### src/rtl/pong_match_ctrl.sv
// Match sequencer for the two-paddle bouncing-block game: debounces the start key,
// runs the serve/rally/point/pause/over flow and keeps both players' scores and the speed gear.
module pong_match_ctrl #(
  parameter int unsigned TICK_DIV    = 25000,
  parameter int unsigned DEBOUNCE_MS = 20,
  parameter int unsigned SERVE_MS    = 1000,
  parameter int unsigned POINT_MS    = 500,
  parameter int unsigned WIN_SCORE   = 5,
  parameter int unsigned MAX_GEAR    = 6
) (
  input  logic       vga_clk,
  input  logic       sys_rst_n,
  input  logic       key_start_n,
  input  logic       hit_a,
  input  logic       hit_b,
  input  logic       miss_a,
  input  logic       miss_b,
  output logic       run_en,
  output logic       ball_reset,
  output logic       serve_dir,
  output logic [2:0] gear,
  output logic [3:0] score_a,
  output logic [3:0] score_b,
  output logic [2:0] game_state,
  output logic [1:0] winner
);

  localparam int unsigned TICK_W = (TICK_DIV > 1) ? $clog2(TICK_DIV) : 1;
  localparam int unsigned DEB_W  = $clog2(DEBOUNCE_MS + 1);
  localparam int unsigned TMAX   = (SERVE_MS > POINT_MS) ? SERVE_MS : POINT_MS;
  localparam int unsigned TMR_W  = $clog2(TMAX + 1);

  typedef enum logic [2:0] {
    S_IDLE  = 3'd0,
    S_SERVE = 3'd1,
    S_PLAY  = 3'd2,
    S_POINT = 3'd3,
    S_PAUSE = 3'd4,
    S_OVER  = 3'd5
  } state_t;

  state_t state, state_nx;

  logic [TICK_W-1:0] tick_cnt;
  logic              tick;

  assign tick = (tick_cnt == TICK_W'(TICK_DIV - 1));

  always_ff @(posedge vga_clk or negedge sys_rst_n) begin
    if (!sys_rst_n)  tick_cnt <= '0;
    else if (tick)   tick_cnt <= '0;
    else             tick_cnt <= tick_cnt + TICK_W'(1);
  end

  logic [1:0]       key_sync;
  logic             key_lvl, key_prev, armed, start_press, deb_done;
  logic [DEB_W-1:0] deb_cnt;

  assign key_lvl  = key_sync[1];
  assign deb_done = tick && (key_lvl == key_prev) && (deb_cnt == DEB_W'(DEBOUNCE_MS - 1));

  // The counter saturates at DEBOUNCE_MS so deb_done fires once per stable period;
  // armed records whether the last qualified level was high, i.e. a release was seen.
  always_ff @(posedge vga_clk or negedge sys_rst_n) begin
    if (!sys_rst_n) begin
      key_sync    <= '1;
      key_prev    <= 1'b1;
      deb_cnt     <= '0;
      armed       <= 1'b1;
      start_press <= 1'b0;
    end else begin
      key_sync    <= {key_sync[0], key_start_n};
      key_prev    <= key_lvl;
      start_press <= deb_done && !key_lvl && armed;
      if (key_lvl != key_prev)
        deb_cnt <= '0;
      else if (tick && (deb_cnt != DEB_W'(DEBOUNCE_MS)))
        deb_cnt <= deb_cnt + DEB_W'(1);
      if (deb_done)
        armed <= key_lvl;
    end
  end

  logic [TMR_W-1:0] timer, timer_nx;
  logic [3:0]       score_a_nx, score_b_nx, inc_a, inc_b;
  logic [2:0]       gear_nx;
  logic [1:0]       winner_nx;
  logic             dir_nx;

  assign inc_a = score_a + 4'd1;
  assign inc_b = score_b + 4'd1;

  always_comb begin
    state_nx   = state;
    score_a_nx = score_a;
    score_b_nx = score_b;
    gear_nx    = gear;
    winner_nx  = winner;
    dir_nx     = serve_dir;
    case (state)
      S_IDLE, S_OVER: begin
        if (start_press) begin
          score_a_nx = '0;
          score_b_nx = '0;
          winner_nx  = '0;
          gear_nx    = 3'd1;
          dir_nx     = 1'b1;
          state_nx   = S_SERVE;
        end
      end
      S_SERVE: begin
        if (tick && (timer == TMR_W'(SERVE_MS - 1))) state_nx = S_PLAY;
      end
      S_PLAY: begin
        if (miss_a && miss_b) begin
          state_nx = S_POINT;
          gear_nx  = 3'd1;
        end else if (miss_a) begin
          score_b_nx = inc_b;
          dir_nx     = 1'b1;
          if (inc_b == 4'(WIN_SCORE)) begin
            state_nx  = S_OVER;
            winner_nx = 2'd2;
          end else begin
            state_nx = S_POINT;
            gear_nx  = 3'd1;
          end
        end else if (miss_b) begin
          score_a_nx = inc_a;
          dir_nx     = 1'b0;
          if (inc_a == 4'(WIN_SCORE)) begin
            state_nx  = S_OVER;
            winner_nx = 2'd1;
          end else begin
            state_nx = S_POINT;
            gear_nx  = 3'd1;
          end
        end else if (hit_a || hit_b) begin
          if (gear != 3'(MAX_GEAR)) gear_nx = gear + 3'd1;
        end else if (start_press) begin
          state_nx = S_PAUSE;
        end
      end
      S_POINT: begin
        if (tick && (timer == TMR_W'(POINT_MS - 1))) state_nx = S_SERVE;
      end
      S_PAUSE: begin
        if (start_press) state_nx = S_PLAY;
      end
      default: state_nx = S_IDLE;
    endcase

    timer_nx = timer;
    if (state_nx != state) timer_nx = '0;
    else if (tick)         timer_nx = timer + TMR_W'(1);
  end

  always_ff @(posedge vga_clk or negedge sys_rst_n) begin
    if (!sys_rst_n) begin
      state      <= S_IDLE;
      timer      <= '0;
      run_en     <= 1'b0;
      ball_reset <= 1'b0;
      serve_dir  <= 1'b1;
      gear       <= 3'd1;
      score_a    <= '0;
      score_b    <= '0;
      winner     <= '0;
    end else begin
      state      <= state_nx;
      timer      <= timer_nx;
      run_en     <= (state_nx == S_PLAY);
      ball_reset <= (state_nx == S_SERVE) && (state != S_SERVE);
      serve_dir  <= dir_nx;
      gear       <= gear_nx;
      score_a    <= score_a_nx;
      score_b    <= score_b_nx;
      winner     <= winner_nx;
    end
  end

  assign game_state = state;

endmodule

### config.mk
export PLATFORM = sky130hd
export DESIGN_NAME = pong_match_ctrl
export DESIGN_NICKNAME = d
export VERILOG_FILES = /design/src/rtl/pong_match_ctrl.sv
export SDC_FILE = /design/constraint.sdc
export NUM_CORES = 1
export LEC_CHECK = 0
export BUFFER_PORTS_ARGS = -buffer_cell sky130_fd_sc_hd__buf_2
export CELL_PAD_IN_SITES_DETAIL_PLACEMENT = 1
export CELL_PAD_IN_SITES_GLOBAL_PLACEMENT = 1
export CORE_MARGIN = 2
export CORE_UTILIZATION = 48
export CTS_BUF_LIST = sky130_fd_sc_hd__clkbuf_4 sky130_fd_sc_hd__clkbuf_8
export CTS_CLUSTER_SIZE = 25
export DETAILED_ROUTE_END_ITERATION = 10
export PLACE_DENSITY = 0.9
export RECOVER_POWER = 100
export REMOVE_ABC_BUFFERS = 1
export SLEW_MARGIN = 30
export SYNTH_ARGS = -nofsm -noshare
export SYNTH_HDL_FRONTEND = slang
export SYNTH_SLANG_ARGS = --single-unit
### constraint.sdc
create_clock -name vga_clk -period 3 [get_ports vga_clk]
set_clock_uncertainty 0.2 [all_clocks]
set_input_delay 0.3 -clock vga_clk [delete_from_list [all_inputs] [get_ports vga_clk]]
set_output_delay 0.3 -clock vga_clk [all_outputs]
set_load 0.005 [all_outputs]
### Word level (Yosys, flattened, before mapping)

Index checks and enable logic that the tools add are counted.

* register bits after elaboration: 54
* logic and storage cells: 119
* output and inout port bits: 19

* mux-type cells: 46
* eq/ne operators: 31
* reduce and logical (&&, ||, !) cells: 21
* $add $sub $neg: 6

Operator list (number)
* 2-to-1 mux 3 bit: 19
* 2-to-1 mux 4 bit: 6
* 2-to-1 mux 10 bit: 2
* inequality test 5 bit, second input constant: 4
* case mux 4 bit (2 select lines): 2
* adder 15 x 1 -> 15 bit, second input constant: 1
* equality test 15 bit, second input constant: 1
* 2-to-1 mux 15 bit: 1
* case mux 3 bit (5 select lines): 1
* 2-to-1 mux 2 bit: 6
* inequality test 3 bit, second input constant: 4
* AND reduction 6 bit: 2
* adder 10 x 1 -> 10 bit, second input constant: 1
* equality test 10 bit, second input constant: 1
* equality test 10 x 9 -> 1 bit, second input constant: 1
* 2-to-1 mux 5 bit: 2
* inequality test 2 bit, second input constant: 5
* equality test 3 x 2 -> 1 bit, second input constant: 3
* logical AND 1 bit: 9
* adder 4 x 1 -> 4 bit, second input constant: 2
* equality test 4 x 3 -> 1 bit, second input constant: 2
* AND reduction 4 bit: 2
* equality test 3 x 1 -> 1 bit, second input constant: 2
* equality test 3 bit, second input constant: 2
* 18 further kinds: 23

### Logic depth before layout (Yosys ltp)

* depth in word-level cells: 9
* gate-level depth with buffers: 8
* gate-level depth less buffers: 7

### Least setup slack after synthesis

No wires, ideal clock.

* path type: reg-to-reg
* from: register score_b[0]
* to: register timer[0]
* cell stages (with the launch flop): 8
* buffers on the path: 0
* period minus slack after synthesis: 2226 ps
* library setup time: 150 ps
* data required time: 2650 ps
* setup slack: 774 ps
* data arrival time: 1876 ps
* cell sequence: dfrtp_1 -> inv_1 -> ha_1 -> nand2_1 -> or3_4 -> a41o_1 -> a311oi_4 -> nor4_1

* word-level cells in the longest chain between the ends: 8
* elaborated cells between the ends (all ways): 9
* those cells by class: add/sub (1); eq/ne (2); mux (5); reduce/logical (1)

RTL lines
* start: declaration: RTL line 23 `output logic [3:0] score_b,`
* start signal: assignment: RTL line 177 `score_b <= score_b_nx;`
* adder 4 x 1 -> 4 bit (*): RTL line 91 `assign inc_b = score_b + 4'd1;`
* equality test 4 x 3 -> 1 bit (*): RTL line 121 `if (inc_b == 4'(WIN_SCORE)) begin`
* 2-to-1 mux 3 bit (*): RTL line 121
* 2-to-1 mux 3 bit (*): RTL line 118 `end else if (miss_a) begin`
* 2-to-1 mux 3 bit (*): RTL line 115 `if (miss_a && miss_b) begin`
* case mux 3 bit (5 select lines) (*): RTL line 100 `case (state)`
* inequality test 3 bit (*): RTL line 154 `if (state_nx != state) timer_nx = '0;`
* 2-to-1 mux 10 bit or nonzero test 2 bit (tied branches)
* end signal: assignment: RTL line 171 `timer <= timer_nx;`
* end: declaration: RTL line 84 `logic [TMR_W-1:0] timer, timer_nx;`

Every way passes the cells marked *; elsewhere a longest branch is shown, timed or not.
A chain may end at the register's enable or synchronous reset.

### Worst setup path after layout

* from: register score_a[0]
* to: register timer[8]

* word-level cells in the longest chain between the ends: 9
* elaborated cells between the ends (all ways): 10
* those cells by class: add/sub (1); eq/ne (2); mux (6); reduce/logical (1)

RTL lines
* start: declaration: RTL line 22 `output logic [3:0] score_a,`
* start signal: assignment: RTL line 176 `score_a <= score_a_nx;`
* adder 4 x 1 -> 4 bit (*): RTL line 90 `assign inc_a = score_a + 4'd1;`
* equality test 4 x 3 -> 1 bit (*): RTL line 131 `if (inc_a == 4'(WIN_SCORE)) begin`
* 2-to-1 mux 3 bit (*): RTL line 131
* 2-to-1 mux 3 bit (*): RTL line 128 `end else if (miss_b) begin`
* 2-to-1 mux 3 bit (*): RTL line 118
* 2-to-1 mux 3 bit (*): RTL line 115
* case mux 3 bit (5 select lines) (*): RTL line 100
* inequality test 3 bit (*): RTL line 154
* 2-to-1 mux 10 bit or nonzero test 2 bit (tied branches)

Marks and branches as above.

==> summary.json <==
{
  "die_height_um": 84.7,
  "horiz_die_dim_um": 84.7,
  "ys_types": 69,
  "final-hold-violation-count": 0,
  "route.layer.met1.wl_mm": 3.20,
  "grtUsageTotal": 0.217,
  "worst_slack_ps": 436,
  "post-route-drc-count": 0,
  "setup.worst_path.start_class": "flop",
  "cp_cell_sequence": "ha_1 > nand2b_1 > o21ai_0 > nand4_1 > a311oi_4 > nor4_1",
  "edff_count_synth": 0,
  "cts.htree.levels": 2,
  "timing.critical_path.to_type": "flop",
  "floorplan.rows": 29,
  "routed-via-count": 2473,
  "syn_inst": 317,
  "synth_area_per_cell_um2": 9.85,
  "antenna_left": 0,
  "global_route.overflow_total": 0,
  "final.min_clock_period_ps": 2560,
  "pre_antenna_drt_iters": 4,
  "yosys_warnings": 0,
  "pre_cts_ws_ps": 532,
  "multi_input_comb_area_mm2": 0.00163,
  "ctsLongestPathBuffers": 2,
  "drive_above_1_share": 0.130,
  "root_buffer": "sky130_fd_sc_hd__clkbuf_8",
  "via_count_of_the_first_global_routing_pass": 2631,
  "rsz0062_at_grt": "no",
  "wl_per_cell_um": 17.1,
  "maxCapViolations": 0,
  "top_layer": "met4",
  "pin_count": 26,
  "report.final.setup_viol": 0,
  "timing_worst_slew_pin_value_ps": 1190,
  "clock.fmax_ghz": 0.390,
  "clock_latency_ps": 310,
  "seq_area_frac_synth": 0.435,
  "coreArea_mm2": 0.00631,
  "tns_ps": 0,
  "slew_violations": 0,
  "io_buf_count": 25,
  "initial_standard_cell_utilization_of_the_core": 0.495,
  "route.met3.wl_um": 166,
  "cts_made_buffers": 5,
  "fill_cells": 741,
  "power_density_mw_per_mm2": 358,
  "p_leak_nw": 1.45,
  "slowest_stage": "sky130_fd_sc_hd__a311oi_4",
  "critical_path_data_arrival_time_ps": 2530,
  "dp.final_hpwl_mm": 5.43,
  "timing.critical_path.fanout_max": 8,
  "cts_setup_buffers": 0,
  "holdCritPathClass": "reg -> reg",
  "timing_worst_setup_path_type": "reg -> reg",
  "grt_start_max_net_pins": 23,
  "cp_data_required_time_ps": 2970,
  "route.met2.wl_mm": 3.79,
  "area_growth_pct": 8.93,
  "initialDrtViolationCount": 69,
  "place_congestion": 0.855,
  "run_status": "complete, no violations",
  "min_period_over_period": 0.855,
  "vdd_drop_max_mv": 0.318,
  "sequential_cell_area_mm2": 0.00136,
  "postCtsResizedCells": 0,
  "die-area_mm2": 0.00717,
  "path_clk_slew_ps": 100,
  "viasPerCell": 5.86,
  "number_of_antenna_violations_at_the_first_check_in_global_routing": 0,
  "synth_async_reset_ratio": 1.00,
  "crit_path_max_incr_delay_ps": 570,
  "finish.net_count": 361,
  "mappedNetlistArea_mm2": 0.00312,
  "yosys_register_bits": 54,
  "grt_first_pass_wirelength_mm": 12.7,
  "diodes": 0,
  "slew_headroom": 0.209,
  "yosys_most_used_dff": "sky130_fd_sc_hd__dfrtp_1",
  "wirelength_mm": 7.23,
  "cts_tree": "yes",
  "clock_sinks": 54
}
==> routing by layer <==
layer | GRT usage | vias up
met4 | 0.0491 | 0
met2 | 0.395 | 25
met1 | 0.269 | 1251
li1 | - | 1190
met3 | 0.0374 | 7
met5 | 0 | -
==> critical path, delay by kind of cell, from the launching register on <==
kind | cells | cell delay (ps)
adder cells (fa/ha/maj) | 1 | 270
flip-flops | 1 | 460
AO/OA/AOI/OAI | 2 | 950
AND/OR/NAND/NOR | 3 | 550
==> final timing paths <==
path	start	endpoint	slack, ps	depth (start not counted)
min reg2reg	key_sync[0]	key_sync[1]	170	0
max reg2reg	score_a[0]	timer[8]	440	6
min	key_sync[0]	key_sync[1]	170	0
max	score_a[0]	timer[8]	440	6
max in group asynchronous	sys_rst_n	tick_cnt[8]	650	3
min in group asynchronous	sys_rst_n	score_b[3]	400	2
==> power breakdown <==
part	internal, mW	switching [mW]	leakage, nW	total, mW
logic	0.0128	0.0334	0.693	0.0462
registers	0.733	0.00450	0.710	0.737
clock network	0.196	0.237	0.0517	0.433
total	0.942	0.275	1.45	1.22
==> cells in the final DEF (no fill, tap or decap), drive strengths merged, types with 3 or more instances in the layout <==
cell	synthesis	final
nor2	24	24
dfstp	6	6
a211oi	3	3
nor4	11	11
inv	15	15
nand2	29	29
buf	7	19
xor2	13	13
a22o	4	4
nand4	11	11
and2	4	4
nand3	13	13
ha	10	10
dfrtp	48	48
nor3b	3	3
xnor2	15	15
nor3	10	10
clkbuf	5	18
a31oi	4	4
nor2b	5	5
and3	6	6
nand2b	5	5
o21ai	14	14
a21oi	12	12
==> sequential cells by signal, summed over array words and instances (netlist names) <==
| register | flops |
|---|---|
| winner | 2 |
| game_state | 3 |
| deb_cnt | 5 |
| serve_dir | 1 |
| armed | 1 |
| run_en | 1 |
| tick_cnt | 15 |
| score_a | 4 |
| ball_reset | 1 |
| key_sync | 2 |
| key_prev | 1 |
| timer | 10 |
| gear | 3 |
| score_b | 4 |
| start_press | 1 |
==> final cells by class <==
class,count,share of cell area
clock buffers,7,0.0265
clock inverters,1,0.00147
inverters,15,0.0166
multi-input cells,236,0.480
flip-flops and latches,54,0.399
well taps,77,0.0283
repair buffers,32,0.0482
==> cell families (layout without fill, tap and decap cells) <==
| kind of cell | after synthesis | in the layout | share of synthesized area |
|---|---|---|---|
| flops | 54 | 54 | 0.435 |
| fa+ha+maj | 10 | 10 | 0.0401 |
| simple gates | 138 | 138 | 0.258 |
| compound gates | 59 | 59 | 0.145 |
| buf+inv | 27 | 55 | 0.0401 |
| mux | 1 | 1 | 0.00361 |
| xor+xnor | 28 | 28 | 0.0785 |
==> metrics by stage <==
stage               utilization  power, mW  cell area, µm²  cells  hold WS (ps)
floorplan                     -      0.765            3050    305          -196
global placement          0.525      0.797            3310    412          16.3
detailed placement        0.525      0.799            3310    412          26.7
CTS                       0.543       1.23            3430    422           162
global route              0.539       1.27            3400    422           176
finish                    0.539       1.22            3400    422           166
==> timing repair <==
action | CTS | global route
hold endpoints to repair | 14 | 0
hold buffers | 2 | 0
endpoints found under the setup margin | 0 | 0
==> synthesized netlist by cell type (5+ instances only) <==
cell type	instances	area (µm²)
sky130_fd_sc_hd__clkbuf_1	5	18.8
sky130_fd_sc_hd__ha_1	10	125
sky130_fd_sc_hd__dfstp_2	6	158
sky130_fd_sc_hd__dfrtp_1	48	1200
sky130_fd_sc_hd__and3_1	6	37.5
sky130_fd_sc_hd__nand3_1	13	65.1
sky130_fd_sc_hd__a21oi_1	12	60.1
sky130_fd_sc_hd__nor2b_1	5	31.3
sky130_fd_sc_hd__nor4_1	9	56.3
sky130_fd_sc_hd__xnor2_1	15	131
sky130_fd_sc_hd__nand2_1	29	109
sky130_fd_sc_hd__nand2b_1	5	31.3
sky130_fd_sc_hd__o21ai_0	12	60.1
sky130_fd_sc_hd__xor2_1	13	114
sky130_fd_sc_hd__inv_1	15	56.3
sky130_fd_sc_hd__nor3_1	10	50.1
sky130_fd_sc_hd__nor2_1	23	86.3
sky130_fd_sc_hd__nand4_1	11	68.8
(Power assumes the default switching activity.)
